[src/rtl/fir_queue_pkg.sv]
// Shared types and default parameters for the FIR sample-queue controller.
// Imported by the interface, the write-side controller and the top level.
package fir_queue_pkg;

    localparam int AW_DEF    = 10;
    localparam int TAPS_DEF  = 1021;
    localparam int DECIM_DEF = 2;

    typedef logic [AW_DEF-1:0] qaddr_t;

    typedef enum logic [1:0] {
        IDLE = 2'd0,
        READ = 2'd1,
        DONE = 2'd2
    } seq_state_t;

endpackage

[src/rtl/fir_queue_seq_if.sv]
// Bus between the sample-rate front end and the queue controller / RAM-MAC datapath.
// FIR_QUEUE_SEQ_STALL_EN adds the mac_stall back-pressure input.
interface fir_queue_seq_if
    import fir_queue_pkg::*;
#(
    parameter int AW = AW_DEF
);

    logic          wrt_smpl;
`ifdef FIR_QUEUE_SEQ_STALL_EN
    logic          mac_stall;
`endif
    logic          we;
    logic [AW-1:0] waddr;
    logic [AW-1:0] raddr;
    logic [AW-1:0] caddr;
    logic          sequencing;
    logic          rd_vld;
    logic          seq_done;
    logic          full;
    logic          overrun;

    modport master (
`ifdef FIR_QUEUE_SEQ_STALL_EN
        output mac_stall,
`endif
        output wrt_smpl,
        input  we,
        input  waddr,
        input  raddr,
        input  caddr,
        input  sequencing,
        input  rd_vld,
        input  seq_done,
        input  full,
        input  overrun
    );

    modport slave (
`ifdef FIR_QUEUE_SEQ_STALL_EN
        input  mac_stall,
`endif
        input  wrt_smpl,
        output we,
        output waddr,
        output raddr,
        output caddr,
        output sequencing,
        output rd_vld,
        output seq_done,
        output full,
        output overrun
    );

endinterface

[src/rtl/fir_queue_wctl.sv]
// Write side of the sample queue: strobe decimation, write pointer, fill count
// and the burst trigger raised by every accepted write once TAPS samples are held.
module fir_queue_wctl
    import fir_queue_pkg::*;
#(
    parameter int AW    = AW_DEF,
    parameter int TAPS  = TAPS_DEF,
    parameter int DECIM = DECIM_DEF
) (
    input  logic          clk,
    input  logic          rst_n,
    input  logic          wrt_smpl,
    output logic          accept,
    output logic [AW-1:0] wptr,
    output logic [AW-1:0] wptr_new,
    output logic          full,
    output logic          trigger
);

    localparam int            PW         = (DECIM > 1) ? $clog2(DECIM) : 1;
    localparam logic [PW-1:0] PHASE_LAST = PW'(DECIM - 1);
    localparam logic [AW-1:0] TAPS_CNT   = AW'(TAPS);
    localparam logic [AW-1:0] TAPS_M1    = AW'(TAPS - 1);

    logic [PW-1:0] phase;
    logic [AW-1:0] cnt;

    // Strobes seen while reset is asserted never reach the RAM.
    assign accept   = wrt_smpl & rst_n & (phase == PHASE_LAST);
    assign wptr_new = wptr + 1'b1;
    assign full     = (cnt == TAPS_CNT);
    assign trigger  = accept & (cnt >= TAPS_M1);

    always_ff @(posedge clk or negedge rst_n) begin
        if (!rst_n) begin
            phase <= '0;
        end else if (wrt_smpl) begin
            phase <= (phase == PHASE_LAST) ? '0 : phase + 1'b1;
        end
    end

    // The fill count saturates so that every write after the filling one also triggers.
    always_ff @(posedge clk or negedge rst_n) begin
        if (!rst_n) begin
            wptr <= '0;
            cnt  <= '0;
        end else if (accept) begin
            wptr <= wptr_new;
            if (!full) begin
                cnt <= cnt + 1'b1;
            end
        end
    end

endmodule

[src/rtl/fir_queue_seq.sv]
// Queue controller for the low-band FIR: write addressing plus oldest-to-newest read bursts.
// Define FIR_QUEUE_SEQ_STALL_EN to let mac_stall freeze a running burst.
module fir_queue_seq
    import fir_queue_pkg::*;
#(
    parameter int AW    = AW_DEF,
    parameter int TAPS  = TAPS_DEF,
    parameter int DECIM = DECIM_DEF
) (
    input  logic         clk,
    input  logic         rst_n,
    fir_queue_seq_if.slave bus
);

    localparam logic [AW-1:0] TAPS_A = AW'(TAPS);
    localparam logic [AW-1:0] LAST_C = AW'(TAPS - 1);

    seq_state_t    state;
    seq_state_t    state_next;
    logic          accept;
    logic          full;
    logic          trigger;
    logic          stall;
    logic          load;
    logic          step;
    logic          sequencing;
    logic          pending;
    logic          overrun;
    logic          rd_vld;
    logic          seq_done;
    logic [AW-1:0] wptr;
    logic [AW-1:0] wptr_new;
    logic [AW-1:0] oldest;
    logic [AW-1:0] raddr;
    logic [AW-1:0] caddr;

    fir_queue_wctl #(
        .AW    (AW),
        .TAPS  (TAPS),
        .DECIM (DECIM)
    ) u_wctl (
        .clk      (clk),
        .rst_n    (rst_n),
        .wrt_smpl (bus.wrt_smpl),
        .accept   (accept),
        .wptr     (wptr),
        .wptr_new (wptr_new),
        .full     (full),
        .trigger  (trigger)
    );

`ifdef FIR_QUEUE_SEQ_STALL_EN
    assign stall = bus.mac_stall;
`else
    assign stall = 1'b0;
`endif

    // Base of the latest TAPS samples, including a write landing this very cycle.
    assign oldest     = (accept ? wptr_new : wptr) - TAPS_A;
    assign sequencing = (state == READ) & ~stall;

    always_ff @(posedge clk or negedge rst_n) begin
        if (!rst_n) begin
            state <= IDLE;
        end else begin
            state <= state_next;
        end
    end

    always_comb begin
        state_next = state;
        load       = 1'b0;
        step       = 1'b0;
        unique case (state)
            IDLE: begin
                if (trigger) begin
                    state_next = READ;
                    load       = 1'b1;
                end
            end
            READ: begin
                if (!stall) begin
                    step = 1'b1;
                    if (caddr == LAST_C) begin
                        state_next = DONE;
                    end
                end
            end
            DONE: begin
                if (pending || trigger) begin
                    state_next = READ;
                    load       = 1'b1;
                end else begin
                    state_next = IDLE;
                end
            end
            default: begin
                state_next = IDLE;
            end
        endcase
    end

    always_ff @(posedge clk or negedge rst_n) begin
        if (!rst_n) begin
            raddr <= '0;
            caddr <= '0;
        end else if (load) begin
            raddr <= oldest;
            caddr <= '0;
        end else if (step) begin
            raddr <= raddr + 1'b1;
            caddr <= caddr + 1'b1;
        end
    end

    // DONE always consumes a pending request, merging any trigger arriving alongside it.
    always_ff @(posedge clk or negedge rst_n) begin
        if (!rst_n) begin
            pending <= 1'b0;
            overrun <= 1'b0;
        end else begin
            if (state == DONE) begin
                pending <= 1'b0;
            end else if ((state == READ) && trigger) begin
                pending <= 1'b1;
            end
            if (trigger && pending) begin
                overrun <= 1'b1;
            end
        end
    end

    always_ff @(posedge clk or negedge rst_n) begin
        if (!rst_n) begin
            rd_vld   <= 1'b0;
            seq_done <= 1'b0;
        end else begin
            rd_vld   <= sequencing;
            seq_done <= (state == DONE);
        end
    end

    assign bus.we         = accept;
    assign bus.waddr      = wptr;
    assign bus.raddr      = raddr;
    assign bus.caddr      = caddr;
    assign bus.sequencing = sequencing;
    assign bus.rd_vld     = rd_vld;
    assign bus.seq_done   = seq_done;
    assign bus.full       = full;
    assign bus.overrun    = overrun;

endmodule

[src/flat_wrapper.sv]
// flat-port wrapper written by rule: the top's interface ports become plain ports
module fir_queue_seq_flat import fir_queue_pkg::*;
#(
    parameter int AW    = AW_DEF,
    parameter int TAPS  = TAPS_DEF,
    parameter int DECIM = DECIM_DEF
)
  (clk, rst_n, bus_wrt_smpl, bus_we, bus_waddr, bus_raddr, bus_caddr, bus_sequencing, bus_rd_vld, bus_seq_done, bus_full, bus_overrun);
  fir_queue_seq_if #(.AW(AW)) bus_i ();
  input  logic clk;
  input  logic rst_n;
  input wire logic [$bits(bus_i.wrt_smpl)-1:0] bus_wrt_smpl;
  output wire logic [$bits(bus_i.we)-1:0] bus_we;
  output wire logic [$bits(bus_i.waddr)-1:0] bus_waddr;
  output wire logic [$bits(bus_i.raddr)-1:0] bus_raddr;
  output wire logic [$bits(bus_i.caddr)-1:0] bus_caddr;
  output wire logic [$bits(bus_i.sequencing)-1:0] bus_sequencing;
  output wire logic [$bits(bus_i.rd_vld)-1:0] bus_rd_vld;
  output wire logic [$bits(bus_i.seq_done)-1:0] bus_seq_done;
  output wire logic [$bits(bus_i.full)-1:0] bus_full;
  output wire logic [$bits(bus_i.overrun)-1:0] bus_overrun;
  assign bus_i.wrt_smpl = bus_wrt_smpl;
  assign bus_we = bus_i.we;
  assign bus_waddr = bus_i.waddr;
  assign bus_raddr = bus_i.raddr;
  assign bus_caddr = bus_i.caddr;
  assign bus_sequencing = bus_i.sequencing;
  assign bus_rd_vld = bus_i.rd_vld;
  assign bus_seq_done = bus_i.seq_done;
  assign bus_full = bus_i.full;
  assign bus_overrun = bus_i.overrun;
  fir_queue_seq #(.AW(AW), .TAPS(TAPS), .DECIM(DECIM)) u_core (.clk(clk), .rst_n(rst_n), .bus(bus_i));
endmodule
[config.mk]
export PLATFORM = sky130hd
export DESIGN_NAME = fir_queue_seq_flat
export DESIGN_NICKNAME = d
export VERILOG_FILES = /design/src/rtl/fir_queue_pkg.sv /design/src/rtl/fir_queue_seq_if.sv /design/src/rtl/fir_queue_wctl.sv /design/src/rtl/fir_queue_seq.sv /design/src/flat_wrapper.sv
export SDC_FILE = /design/constraint.sdc
export NUM_CORES = 1
export LEC_CHECK = 0
export CAP_MARGIN = 20
export CORE_MARGIN = 3
export CORE_UTILIZATION = 40
export DETAILED_ROUTE_END_ITERATION = 6
export PLACE_DENSITY = 0.59
export SLEW_MARGIN = 20
export SYNTH_ARGS = -nofsm -noshare
export SYNTH_HDL_FRONTEND = slang
export SYNTH_HIERARCHICAL = 1
export SYNTH_SLANG_ARGS = --single-unit
[constraint.sdc]
create_clock -name clk -period 2.9 [get_ports clk]
set_clock_uncertainty 0.15 [all_clocks]
set_input_delay 0.725 -clock clk [delete_from_list [all_inputs] [get_ports clk]]
set_output_delay 0.725 -clock clk [all_outputs]
set_load 0.1 [all_outputs]
Word-level counts from Yosys, hierarchy flattened
Cells that the tools add are included.

Input bits: 3. Flip-flop bits (word level): 47. Logic and storage cells: 51. Output and inout port bits: 36.

Eq/ne operators: 6. Mux-type cells: 16. Bitwise gates (word level): 4. Magnitude comparators: 1. Reduce and logical (&&, ||, !) cells: 8. Add/subtract/negate cells: 6.

Operator list (count): $mux W10 (5); $add A10 B1 Y10 const B (4); $eq A10 B10 Y1 const B (2); $ge A10 B10 Y1 const B (1); $sub A10 B10 Y10 const B (1); $mux W1 (7); $pmux W2 S3 (1); $mux W2 (2); $reduce_and A2 Y1 (2); $reduce_bool A2 Y1 (2); $and A1 B1 Y1 (3); $eq A2 B1 Y1 const B (1); $eq A2 B2 Y1 const B (1); $logic_and A1 B1 Y1 (2); $logic_not A2 Y1 (1); $ne A2 B1 Y1 const B (1); $ne A2 B2 Y1 const B (1); $pmux W1 S2 (1); $add A1 B1 Y1 const B (1); $logic_or A1 B1 Y1 (1); $not A1 Y1 (1).

Longest topological paths before layout
Gate-level depths: netlist of the first run.

Depth in word-level cells: 7. Mapped depth: 11. Mapped depth without buffers: 9.

Hierarchy
Netlist of the first run, hierarchy kept.

By module, submodules not included: fir_queue_seq (seq. area each 650.6 sq um, cells each 168, area each 1597.8 sq um, instances 1); fir_queue_wctl (seq. area each 525.5 sq um, cells each 109, area each 1137.3 sq um, instances 1).

Least setup slack after synthesis of the first run
Ideal clock, no wire load.

Path type: input to register. Start: input bus_wrt_smpl. End: register u_core.raddr[8] (netlist: u_core/bus.raddr[8]). Path slack: 0.036 ns. Required time: 2.663 ns. Setup time: 0.087 ns. Arrival time: 2.627 ns. Stages on the path: 11. Path through: nand3_2 inv_2 buf_4 buf_6 buf_4 mux2i_1 ha_1 a211oi_1 nand2_1 xor2_1 o211ai_1.

Longest elaborated chain between the ends: 7.

RTL lines: start, declared (line flat_wrapper.sv:12) `input wire logic [$bits(bus_i.wrt_smpl)-1:0] bus_wrt_smpl;`; $and A1 B1 Y1 * (2 in a row) (line fir_queue_wctl.sv:29) `assign accept = wrt_smpl & rst_n & (phase == PHASE_LAST);`; net bus_we (line flat_wrapper.sv:13) `output wire logic [$bits(bus_i.we)-1:0] bus_we;`; branches (longest 5 deep; another with $sub A10 B10 Y10); end signal, assigned (line fir_queue_seq.sv:108) `raddr <= oldest;`; end signal, assigned (line fir_queue_seq.sv:111) `raddr <= raddr + 1'b1;`; end, declared (line fir_queue_seq.sv:34) `logic [AW-1:0] raddr;`.

Mark *: on every way through the listed nets, which the timed path passes. A chain may end at the register's enable or synchronous reset.

Worst setup path in the final report of the first run
Start: input bus_wrt_smpl. End: output bus_we.

Longest elaborated chain between the ends: 2.

RTL lines (line): $and A1 B1 Y1 (2 in a row) (fir_queue_wctl.sv:29); end, declared (flat_wrapper.sv:13).

Every way passes these cells.

==> metrics.md, run 1 <==
| Metric | Value |
|---|---|
| Placed cell area | 0.00318 mm2 |
| Syn. warnings | 6 |
| Hold crit path type | reg -> reg |
| Crit-path max FO | 19 |
| Final hold vios | 0 |
| CORE AREA | 0.00649 mm2 |
| Htree depth | 2 |
| Die Height | 88.7 um |
| Nets | 335 |
| Synthesized area per cell | 9.87 um2 |
| Routed vias/inst | 5.16 |
| # Post-CTS Setup Buffers | 0 |
| First-pass DRT Iterations | 4 |
| TNS Setup | 0 ns |
| Clk pin slew, worst setup/hold paths | 0.09 ns |
| Pwr dens | 604 mW/mm2 |
| F_max | 362 MHz |
| Initial Util | 42.1% |
| First-pass GRT wire length | 9270 um |
| RSZ-0062 raised after global routing | no |
| Layout cells sized above 1 | 22.5% |
| Via count | 2076 |
| VDD IR max | 624 uV |
| Worst setup EP type | output port |
| Largest net degree at the start of global routing | 48 |
| Max-Slew Margin vs Limit | 60.4% |
| CTS Buf Count | 5 |
| DR iter-0 viols | 65 |
| RD Place Congestion | 0.799 |
| Pwr Total | 1970 uW |
| Clk pwr share | 19.8% |
| Fin area | 0.00327 mm2 |
| Worst hold margin | 0.338 ns |
| Drt drc | 0 |
| Synthesized area | 0.00274 mm2 |
| Grt total ovfl | 0 |
| Outcome | complete, no violations |
| Antenna cells | 0 |
| Post-synth EDFFs | 0 |
| CTS max path bufs | 2 |
| Setup Viol. Count Final | 0 |
| DP Wirelength | 4080 um |
| Clock Latency Late Sink | 0.30 ns |
| Mapped Nets | 288 |
| R2R setup slack | 0.50 ns |
| Worst Setup Path Type | in -> out |
| Port Buf Inserts | 38 |
| Syn Inst Count | 277 |
| Max-cap violations | 0 |
| Max Slew Vio Count | 0 |
| DR WL/cell | 13.8 um |
| Async S/R FF share, synth | 100% |
| Register area share after synthesis | 43.0% |
| Final Critical Period | 2.76 ns |
| Cts hold-fix bufs | 0 |
| Vias in the first global route | 1974 |
| Netlist cell types | 44 |
| Area Growth Syn to Fin | 19.5% |
| Sink Count | 47 |
| Register bit total from synthesis | 47 |
| Sequential share of power | 43.5% |
| Int Pwr | 1130 uW |
| GRT Overall Usage | 15.1% |
| Die Wd | 88.7 um |
| Root buffer cell | clkbuf_8 |
| Leak pwr | 0.00148 uW |
| Fin util | 50.3% |
| Final WL | 5530 um |
| Worst slew pin tran | 0.594 ns |
| Initial antenna violation count | 0 |
| I/O Pins | 39 |
| CP startpoint kind | primary input |
| Combinational share of power | 36.7% |
| Total die area | 0.00787 mm2 |
| Switching share of total power | 42.9% |
| TritonCTS clock tree | done |
| CP required | 2.03 ns |
| Switching power | 847 uW |
| Antenna viol nets, final | 0 |
| Main flop type after synthesis | dfrtp_1 |
| Post-CTS sizing | 0 |
| Std-Cell Rows | 29 |
| Critical path arrival | 1.89 ns |
| Fin crit share | 95.2% |
-- Yosys cell counts (3+ instances only) --
library cell	n	area (um2)
o21ai_0	3	15.0
xor2_1	23	201
nor2_1	24	90.1
ha_1	8	100
a21oi_1	11	55.1
o21ai_1	9	45.0
nand3_1	15	75.1
inv_1	9	33.8
and4_1	3	26.3
and3_1	7	43.8
clkbuf_1	4	15.0
mux2i_1	9	90.1
nor2b_1	4	25.0
xnor2_1	20	175
nand4_1	7	43.8
nand2b_1	3	18.8
nand3_2	3	30.0
nor3_2	4	40.0
dfrtp_1	47	1180
nand2_1	31	116
-- path summary, 6_finish.rpt --
path | start | to | depth (start not counted)
setup / recovery | bus_wrt_smpl | bus_we | 5
hold / removal | u_core/bus.overrun | u_core/bus.overrun | 1
setup reg to reg | u_core/u_wctl/wptr[0] | u_core/bus.raddr[7] | 9
hold reg to reg | u_core/bus.overrun | u_core/bus.overrun | 1
max in group asynchronous | rst_n | u_core/u_wctl/wptr[5] | 2
min in group asynchronous | rst_n | u_core/bus.caddr[5] | 2
-- layout make-up --
type	instances	area (um2)
Timing Repair Buffer	48	398
Sequential cell	47	1180
Clock inverter	2	12.5
Fill cell	629	3230
Multi-Input combinational cell	211	1470
Tap cell	77	96.3
Inverter	11	41.3
Clock buffer	6	72.6
-- kinds of logic after synthesis --
kind of cell	count (synthesis)	share of synthesized area (%)
XOR/XNOR	43	13.8
multiplexers	14	5.54
adder cells (fa/ha/maj)	8	3.66
flip-flops	47	43.0
buffers and inverters	19	3.20
AO/OA/AOI/OAI	35	8.55
AND/OR/NAND/NOR	111	22.3
-- per-stage QoR --
stage	setup slack (ns)	std cells
after floorplan	0.0363	277
after global placement	0.0741	394
after detailed placement	0.0661	394
after CTS	0.133	402
after global routing	0.0599	402
final	0.139	402
-- power groups by stage --
stage | clock network, uW | registers, uW | logic, uW
2_1_floorplan | 0 | 1060 | 339
4_1_cts | 409 | 860 | 731
3_3_place_gp | 0 | 871 | 722
6_report | 391 | 859 | 725
3_5_place_dp | 0 | 871 | 726
5_1_grt | 434 | 878 | 778
-- layer usage --
layer / part of all wire [%] / global-route usage (%)
met5: 0 / 0
met2: 44 / 23.2
met1: 51 / 21.2
met4: 1.2 / 4.26
met3: 4.4 / 3.45
-- sequential cells by signal (all words and copies together) (netlist names) --
signal,flops
u_core/u_wctl/cnt,10
u_core/u_wctl/phase,1
u_core/u_wctl/wptr,10
u_core/bus.seq_done,1
u_core/bus.raddr,10
u_core/bus.caddr,10
u_core/state,2
u_core/bus.rd_vld,1
u_core/bus.overrun,1
u_core/pending,1
-- cell usage in the layout, fill, tap and decap left out, types with 7 or more instances in the layout --
master   netlist  routed
o21ai_1        9       9
inv_1          9       9
and3_1         7       7
nand3_1       15      15
dfrtp_1       47      47
xor2_1        23      23
xnor2_1       20      20
buf_4          2      43
mux2i_1        9       9
nand2_1       31      31
nor2_1        24      24
nand4_1        7       7
a21oi_1       11      11
ha_1           8       8
-- worst max-delay path, cell delays in order --
cell             delay, ns
clkdlybuf4s50_1       0.51
nand3_2               0.10
inv_2                 0.18
buf_12                0.19
buf_12                0.18
Note: power is estimated with default switching activity, not from simulation.
==> run 2: changes to the inputs <==
- ABC_AREA: not set -> 1
- CORE_MARGIN: 3 -> not set
- CTS_BUF_LIST: not set -> sky130_fd_sc_hd__clkbuf_4 sky130_fd_sc_hd__clkbuf_8
- PLACE_DENSITY: 0.59 -> 0.58
==> run 2 against run 1 <==
  * Flip-flop and latch count unchanged
  * Final area grew 6.8%
  * Largest power group unchanged
  * Combinational power is 9.7% higher
  * Worst hold slack lost 0.032 ns
  * Area after synthesis grew 7.6%
  * Critical path type unchanged
  * Highest routed layer unchanged
  * Utilization down 0.066 points
==> metrics.md, run 2 <==
| Metric | Value |
|---|---|
| Outcome | complete, no violations |
| CORE AREA | 0.00694 mm2 (+6.9%) |
| Levels on crit path | 5 (unchanged) |
| Switching share of total power | 45.3% (+2.5 points) |
| Combinational share of power | 39.2% (+2.5 points) |
| Hold crit path type | reg -> reg |
| Syn Inst Count | 404 (+46%) |
| CTS max path bufs | 2 (unchanged) |
| Crit-path max FO | 9 (-10) |
| Post-CTS sizing | 0 (unchanged) |
| CP required | 2.03 ns (about the same) |
| Die Wd | 87.8 um (-1.0%) |
| Synthesized area per cell | 7.29 um2 (-26%) |
| Pwr dens | 581 mW/mm2 (-3.8%) |
| Buf/Inv on CP | 4 (unchanged) |
| DP Wirelength | 4820 um (+18%) |
| Critical path arrival | 1.83 ns (-0.06 ns) |
| RD Place Congestion | 0.799 (about the same) |
| Area Growth Syn to Fin | 18.5% |
| Main flop type after synthesis | dfrtp_1 |
| CP Cell Sequence | clkdlybuf4s50_1 > nand3_2 > inv_2 > buf_4 > buf_12 |
| TritonCTS clock tree | done |
| Initial antenna violation count | 0 (unchanged) |
| VDD IR max | 690 uV (+11%) |
| CP max-delay cell | clkdlybuf4s50_1 |
| First-pass DRT Iterations | 4 (unchanged) |
| Total die area | 0.00771 mm2 (-2.0%) |
| Pwr Total | 2030 uW (+2.7%) |
| CP top delay family | buffers and inverters |
| Fin crit share | 93.1% (-2.1 points) |
| CTS Buf Count | 5 (unchanged) |
| Largest cells by area after synthesis | dfrtp_1, nand2_1, inv_1, nand3_1, xor2_1 |
| Clk pwr share | 20.5% (+0.7 points) |
| Netlist cell types | 38 (-14%) |
| Most common cell after layout, fill and taps aside | nand2_1 |
| Post-synth EDFFs | 0 (unchanged) |
| Routed vias/inst | 4.68 (-9.4%) |
| Worst Setup Path Type | in -> out |
| Max-cap violations | 0 (unchanged) |
| Worst hold margin | 0.306 ns (-0.0324 ns) |
| Drt drc | 0 (unchanged) |
| Antenna viol nets, final | 0 (unchanged) |
| Htree depth | 2 (unchanged) |
| Antenna cells | 0 (unchanged) |
| GRT Overall Usage | 17.8% (+2.8 points) |
| Setup Viol. Count Final | 0 (unchanged) |
| Largest net degree at the start of global routing | 48 (unchanged) |
| Max-Slew Margin vs Limit | 59.1% (-1.2 points) |
| Clock Latency Late Sink | 0.31 ns (about the same) |
| Cts hold-fix bufs | 0 (unchanged) |
| Sink Count | 47 (unchanged) |
| Worst slew pin tran | 0.613 ns (+0.0186 ns) |
| Root buffer cell | clkbuf_8 |
| FF-to-FF path depth | 12 (+3) |
| Post-synth top area share | 39.9% (-3.1 points) |
| Most frequent cells in the layout | nand2_1, inv_1, dfrtp_1, buf_4, nand3_1 |
| Std-Cell Rows | 30 (+3.4%) |
| CP startpoint kind | primary input |
| Mapped Nets | 415 (+44%) |
| Most common library cells after synthesis | nand2_1, inv_1, dfrtp_1 |
| DR WL/cell | 11.8 um (-14%) |
| Final Critical Period | 2.70 ns (-0.0601 ns) |
| Register bit total from synthesis | 47 (unchanged) |
| Die Height | 87.8 um (-1.0%) |
| Final hold vios | 0 (unchanged) |
| Async S/R FF share, synth | 100% (unchanged) |
| Final WL | 6470 um (+17%) |
| DR iter-0 viols | 80 (+23%) |
| Leak pwr | 0.00186 uW (+26%) |
| RSZ-0062 raised after global routing | no |
| Grt total ovfl | 0 (unchanged) |
| Initial Util | 42.4% (+0.29 points) |
| Int Pwr | 1110 uW (-1.7%) |
| Via count | 2558 (+23%) |
| Vias in the first global route | 2299 (+16%) |
| Worst setup EP type | output port |
| Most frequent cell after synthesis | nand2_1 |
| First-pass GRT wire length | 10700 um (+15%) |
| Register area share after synthesis | 39.9% (-3.1 points) |
| Syn. warnings | 6 (unchanged) |
| Sequential share of power | 40.2% (-3.3 points) |
| Synthesized area | 0.00294 mm2 (+7.6%) |
| I/O Pins | 39 (unchanged) |
| Nets | 461 (+38%) |
| Clk pin slew, worst setup/hold paths | 0.10 ns (about the same) |
| Switching power | 920 uW (+8.6%) |
| TNS Setup | 0 ns (unchanged) |
| # Post-CTS Setup Buffers | 0 (unchanged) |
| Yosys top cell by area | dfrtp_1 |
| Hold path depth | 1 (unchanged) |
| Layout cells sized above 1 | 16.4% (-6.1 points) |
| Max Slew Vio Count | 0 (unchanged) |
| Port Buf Inserts | 38 (unchanged) |
| CP peak stage delay | 0.51 ns (about the same) |
| F_max | 370 MHz (+2.2%) |
[run 2: cell types whose count changed after synthesis, moves of 10 or more]
cell and change:
nand2_1 +101, o21ai_0 +13, xnor2_1 -15, inv_1 +48, xor2_1 -10, nand3_1 +12
[run 2: area by class of cell]
cell class              instances  area, um2
well taps                      96        120
clock buffers                   5       68.8
inverters                      61        229
fillers                       701       3450
repair buffers                 46        383
flip-flops and latches         47       1180
multi-input cells             289       1490
clock inverters                 3       25.0
[run 2: power by group through the flow]
stage          Sequential [uW]  Clock, uW  Combinational [uW]
2_1_floorplan             1030          0                 415
3_3_place_gp               828          0                 790
3_5_place_dp               830          0                 795
4_1_cts                    817        435                 799
5_1_grt                    830        459                 863
6_report                   816        417                 795
[run 2: worst paths after layout]
| kind | from | to | slack [ns] |
|---|---|---|---|
| worst max-delay path | bus_wrt_smpl | bus_we | 0.20 |
| worst min-delay path | u_core/state[0] | u_core/bus.seq_done | 0.31 |
| worst max register to register | u_core/u_wctl/wptr[0] | u_core/bus.raddr[9] | 0.62 |
| worst min register to register | u_core/state[0] | u_core/bus.seq_done | 0.31 |
| max in group asynchronous | rst_n | u_core/bus.caddr[1] | 1.74 |
| min in group asynchronous | rst_n | u_core/bus.caddr[8] | 0.44 |
[run 2: layer usage]
layer  vias to the layer above  wire length, um  global-route usage (%)
li1                       1353                -                       -
met1                      1160             3260                    23.8
met2                        39             2930                    29.0
met3                         6              212                    3.68
met4                         0               71                    5.51
met5                         -                0                       0
[run 2: cell families after synthesis]
group	count (synthesis)	share of synthesized area [%]
AND/OR/NAND/NOR	219	33.1
XOR/XNOR	19	5.91
AO/OA/AOI/OAI	43	8.12
adder cells (fa/ha/maj)	8	3.40
flip-flops	47	39.9
buffers and inverters	68	9.52
[run 2: through the flow]
| stage | worst slack, ns | instances | utilization (%) | cell area [um2] |
|---|---|---|---|---|
| 5_1_grt | 0.135 | 547 | 50.3 | 3490 |
| 2_1_floorplan | 0.0825 | 404 | - | 2940 |
| 4_1_cts | 0.186 | 547 | 50.3 | 3490 |
| 6_report | 0.199 | 547 | 50.3 | 3490 |
| 3_5_place_dp | 0.0292 | 539 | 48.9 | 3400 |
| 3_3_place_gp | 0.123 | 539 | 48.9 | 3400 |
==> run 3: changes to the inputs <==
- CAP_MARGIN: 20 -> not set
- CTS_CLUSTER_SIZE: not set -> 40
- TNS_END_PERCENT: not set -> 10
==> results of run 3 <==
The final DEF is identical to that of run 2; final timing and power are the same.
==> patch 1 (settings of run 3) <==
Re-encode `seq_state_t` (3 states) as one-hot, 3 bits wide.
--- a/src/rtl/fir_queue_pkg.sv
+++ b/src/rtl/fir_queue_pkg.sv
@@ -10,6 +10,6 @@
 
-    typedef enum logic [1:0] {
-        IDLE = 2'd0,
-        READ = 2'd1,
-        DONE = 2'd2
+    typedef enum logic [2:0] {
+        IDLE = 3'b001,
+        READ = 3'b010,
+        DONE = 3'b100
     } seq_state_t;
Check against the original RTL: no difference found for any inputs over 10 cycles, from zero or initial values and one cycle with rst_n low; not proved beyond that.
==> patch 1 against run 3 <==
Cell area increased by 6.5%; first-iteration DRC count increased by 7.5%; sequential share of layout area decreased by 1.3 points; register-to-register slack improved by 0.17 ns; largest cell class unchanged; wire length increased by 2.3%; setup slack got worse by 0.044 ns; synthesized cell count decreased by 0.25%; sequential cell count increased by 1; largest power group is now combinational cells; via count increased by 1.1%; final cell count increased by 0.18%; power increased by 9.4%; synthesized area increased by 6.8%.
==> patch 1: results (changes against run 3) <==
sta:
  timing_worst_slew_pin_value_ns: 0.623  # +0.0100 ns
grt:
  number_of_antenna_violations_at_the_first_check_in_global_routing: 0  # unchanged
  groute.usage.overall_pct: 17.5  # -0.35 points
  grt_pass1_wl_um: 11800  # +11%
  via_count_of_the_first_global_routing_pass: 2553  # +11%
  grt_max_degree: 49  # +2.1%
drt:
  drt-vias-per-instance: 4.72  # +0.95%
  drt-pass1-iter-count: 4  # unchanged
  totalWireLength_um: 6620  # +2.3%
  drt_iter0_drc: 86  # +7.5%
clock_network:
  tritoncts.num_buffers: 5  # unchanged
  htree_levels: 2  # unchanged
  clock_tree.root_cell: "sky130_fd_sc_hd__clkbuf_8"
  clk-insertion-delay-late_ns: 0.31  # about the same
  clock_path_buffers: 2  # unchanged
  clk_transition_reported_paths_ns: 0.09
  cts.repair_timing.setup_buffer_count: 0  # unchanged
  cts-resized-gates: 0  # unchanged
synth:
  ys.warnings.count: 6  # unchanged
  synth.mux.area_fraction_pct: 0  # unchanged
  synth.distinct_cells: 44  # +16%
  synth_commonest_cells: "sky130_fd_sc_hd__nand2_1 (119), sky130_fd_sc_hd__dfrtp_1 (47), sky130_fd_sc_hd__inv_1 (46), sky130_fd_sc_hd__nor2_1 (30)"
  synth-seq-area-share_pct: 38.2  # -1.7 points
  synth_top_cells_by_area: "sky130_fd_sc_hd__dfrtp_1 (37%), sky130_fd_sc_hd__nand2_1 (14%), sky130_fd_sc_hd__inv_1 (5.5%)"
  yosys.area_share.adder_pct: 3.18  # -0.22 points
  ffs_w_async_s_r_synth_pct: 100  # unchanged
  synthXorXnorAreaFrac_pct: 6.09  # +0.18 points
  synth_compound_gate_area_share_pct: 8.19  # +0.077 points
  synth_net_count: 414  # -0.24%
  synthFlopType: "sky130_fd_sc_hd__dfrtp_1"
placement:
  detailedPlace.worstSlack_ns: 0.155  # +0.126 ns
  place.gp.congestion: 0.808  # +1.1%
  post-dp-hpwl_um: 4880  # +1.4%
  port_buffers: 38  # unchanged
pwr:
  p_leak_uw: 0.00186  # about the same
  vdd.ir_drop.worst_v: 0.000713  # +3.4%
finish:
  post_route_cells_drive_above_1_share_pct: 24.1  # +7.6 points
  final_net_count: 459  # -0.43%
  fillCellCount: 721  # +2.9%
min_path:
  hold_class: "flip-flop to flip-flop"
run_status:
  outcome: "finished, final reports clean"
setup_path:
  critical_path.max_fanout: 11  # +2
  timing.critical_path.arrival_ns: 1.87  # +0.04 ns
-- patch 1: worst paths after layout --
check / from / end / slack [ns] / depth (start not counted)
worst max-delay path: bus_wrt_smpl / bus_we / 0.16 / 5
worst min-delay path: u_core/u_wctl/phase / u_core/u_wctl/phase / 0.34 / 1
worst max register to register: u_core/u_wctl/wptr[0] / u_core/bus.raddr[7] / 0.79 / 12
worst min register to register: u_core/u_wctl/phase / u_core/u_wctl/phase / 0.34 / 1
max in group asynchronous: rst_n / u_core/bus.raddr[1] / 1.73 / 2
min in group asynchronous: rst_n / u_core/bus.overrun / 0.46 / 2
-- patch 1: logic make-up (layout without fill, tap and decap cells) --
logic type / count (synthesis) / in the layout
simple gates: 227 / 227
buf+inv: 58 / 104
flops: 48 / 48
xor+xnor: 21 / 21
fa+ha+maj: 8 / 8
compound gates: 41 / 41
-- patch 1: area by class of cell --
class / count / area share [%]
flip-flops and latches: 48 / 32.4
inverters: 51 / 5.29
well taps: 99 / 3.33
multi-input cells: 297 / 45.3
repair buffers: 45 / 10.4
clock buffers: 6 / 2.22
clock inverters: 2 / 1.04
-- patch 1: worst max-delay path: stages --
cell and delay [ns]:
sky130_fd_sc_hd__clkdlybuf4s50_1 0.51, sky130_fd_sc_hd__nand3_2 0.10, sky130_fd_sc_hd__inv_2 0.13, sky130_fd_sc_hd__buf_4 0.21, sky130_fd_sc_hd__buf_12 0.19
-- patch 1: routing by layer --
metal | part of all wire [%] | wire length (um) | up-vias | track usage (%)
li1 | - | - | 1364 | -
met1 | 52 | 3430 | 1169 | 24.3
met2 | 44 | 2900 | 47 | 27.5
met3 | 3.4 | 226 | 7 | 2.78
met4 | 1.1 | 71 | 0 | 5.91
met5 | 0 | 0 | - | 0
-- patch 1: metrics by stage --
stage / power, uW / instance area (sq um) / utilization, % / cells / hold slack, ns
after global routing: 2360 / 3720 / 50.2 / 548 / 0.364
after floorplan: 1520 / 3150 / - / 403 / 0.279
final: 2220 / 3720 / 50.2 / 548 / 0.337
after CTS: 2250 / 3720 / 50.2 / 548 / 0.341
after global placement: 1710 / 3590 / 48.5 / 540 / 0.323
after detailed placement: 1710 / 3590 / 48.5 / 540 / 0.329
-- patch 1: report_power, final --
| part | switching (uW) | total, uW | internal [uW] |
|---|---|---|---|
| Combinational | 628 | 871 | 243 |
| Sequential | 89.9 | 825 | 735 |
| Clock | 239 | 522 | 282 |
| Total | 957 | 2220 | 1260 |
==> patch 2 (config.mk and constraints of run 3) <==
Without the edit above. Change the package constant `DECIM_DEF` from 2 to 4.
--- a/src/rtl/fir_queue_pkg.sv
+++ b/src/rtl/fir_queue_pkg.sv
@@ -6,3 +6,3 @@
     localparam int TAPS_DEF  = 1021;
-    localparam int DECIM_DEF = 2;
+    localparam int DECIM_DEF = 4;
 
Behaviour: not the same (Yosys sat finds a counterexample within 4 cycles, from zero or initial values and one cycle with rst_n low).
==> patch 2 against run 3 <==
Cell area is 4.4% higher; critical endpoint unchanged; largest cell class unchanged; utilization down 0.30 points; setup slack gained 0.060 ns; synthesized area grew 3.1%; highest routed layer unchanged; via count is 3.4% higher; maximum frequency rose by 2.3%; count of clock-buffer cells in the layout is the same; final cell count is 2.9% higher; power rose by 15%; sequential cell count grew 1; wire length rose by 1.8%.
==> patch 2: results (changes against run 3) <==
run_status:
  outcome: "finished, final reports clean"
min_path:
  hold_class: "flip-flop to flip-flop"
  hold_start: "u_core/state[0]"
  hold_path_end: "u_core/bus.seq_done"
pwr:
  vdd.ir_drop.worst_v: 0.000651  # -5.5%
  p_sw_uw: 1000  # +8.8%
  p_leak_uw: 0.00192  # +2.9%
grt:
  number_of_antenna_violations_at_the_first_check_in_global_routing: 0  # unchanged
  grt_max_degree: 49  # +2.1%
  via_count_of_the_first_global_routing_pass: 2454  # +6.7%
  grt_pass1_wl_um: 11100  # +4.1%
  groute.usage.overall_pct: 18.0  # +0.11 points
setup_path:
  critical_path.max_fanout: 4  # -5
  critPathCapture: "bus_we"
  crit_start: "bus_wrt_smpl"
  reg2reg_from: "u_core/u_wctl/wptr[0]"
  reg2reg_depth: 14  # +2
  r2r-end: "u_core/bus.raddr[9]"
  timing.critical_path.arrival_ns: 1.77  # -0.06 ns
  largest_stage_delay_worst_path_ns: 0.48  # -0.03 ns
synth:
  synth_net_count: 427  # +2.9%
  synthFlopType: "sky130_fd_sc_hd__dfrtp_1"
  synth_top_cells_by_area: "sky130_fd_sc_hd__dfrtp_1 (40%), sky130_fd_sc_hd__nand2_1 (17%), sky130_fd_sc_hd__inv_1 (7.4%)"
  synth-seq-area-share_pct: 39.6  # -0.36 points
  synth_commonest_cells: "sky130_fd_sc_hd__nand2_1 (137), sky130_fd_sc_hd__inv_1 (60), sky130_fd_sc_hd__dfrtp_1 (48), sky130_fd_sc_hd__nand3_1 (27), sky130_fd_sc_hd__nor2_1 (25)"
  avgSynthCellArea_sq_um: 7.31  # +0.33%
  synth.distinct_cells: 40  # +5.3%
  ys.warnings.count: 6  # unchanged
sta:
  maxClockFrequency_ghz: 0.379  # +2.3%
  max-slew-margin-rel_pct: 57.6  # -1.5 points
  whs_ns: 0.301  # -0.00466 ns
placement:
  port_buffers: 38  # unchanged
  place_area_sq_mm: 0.00350  # +3.2%
  post-dp-hpwl_um: 4850  # +0.72%
  detailedPlace.worstSlack_ns: 0.0835  # +0.0543 ns
  place.gp.congestion: 0.788  # -1.4%
finish:
  final_net_count: 475  # +3.0%
  post_layout_nonfiller_instances: 563  # +2.9%
  post_route_cells_drive_above_1_share_pct: 16.6  # +0.19 points
  antenna_fix_cells: 0  # unchanged
clock_network:
  clock_tree.root_cell: "sky130_fd_sc_hd__clkbuf_8"
  clock_path_buffers: 2  # unchanged
  clk-insertion-delay-late_ns: 0.31  # about the same
  cts.repair_timing.setup_buffer_count: 0  # unchanged
  clk_transition_reported_paths_ns: 0.10  # about the same
  cts-resized-gates: 0  # unchanged
  htree_levels: 2  # unchanged
drt:
  detail_route.wl_per_cell_um: 11.7  # -1.1%
  drt_iter0_drc: 149  # +86%
  vias_after_detailed_routing: 2646  # +3.4%
  drt-pass1-iter-count: 4  # unchanged
## patch 2: cell families (layout without fill, tap and decap cells)
group / count (synthesis) / after routing / synth area share [%]
compound gates: 44 / 44 / 8.17
simple gates: 226 / 226 / 33.5
buf+inv: 70 / 119 / 9.48
flops: 48 / 48 / 39.6
mux: 1 / 1 / 0.371
xor+xnor: 17 / 17 / 5.15
fa+ha+maj: 9 / 9 / 3.71
## patch 2: final cells by class
| type | instances | area, sq um |
|---|---|---|
| Clock buffer | 5 | 68.8 |
| Tap cell | 99 | 124 |
| Multi-Input combinational cell | 297 | 1550 |
| Fill cell | 766 | 3650 |
| Clock inverter | 3 | 68.8 |
| Timing Repair Buffer | 48 | 398 |
| Inverter | 63 | 236 |
| Sequential cell | 48 | 1200 |
## patch 2: per-layer routing
| metal | global-route usage [%] | vias up | wire length [um] |
|---|---|---|---|
| li1 | - | 1400 | - |
| met5 | 0 | - | 0 |
| met4 | 4.76 | 0 | 62 |
| met2 | 28.7 | 50 | 2910 |
| met1 | 25.1 | 1191 | 3370 |
| met3 | 3.23 | 5 | 252 |
## patch 2: power groups by stage
stage | registers [uW] | clock network (uW) | logic (uW)
finish | 849 | 592 | 896
global route | 868 | 634 | 992
CTS | 851 | 609 | 904
detailed placement | 864 | 0 | 900
global placement | 863 | 0 | 888
floorplan | 1120 | 0 | 440
## patch 2: worst max-delay path, delay by kind of cell
kind	cells	cell delay [ns]
buffers and inverters	3	0.81
and+or+nand+nor	2	0.23
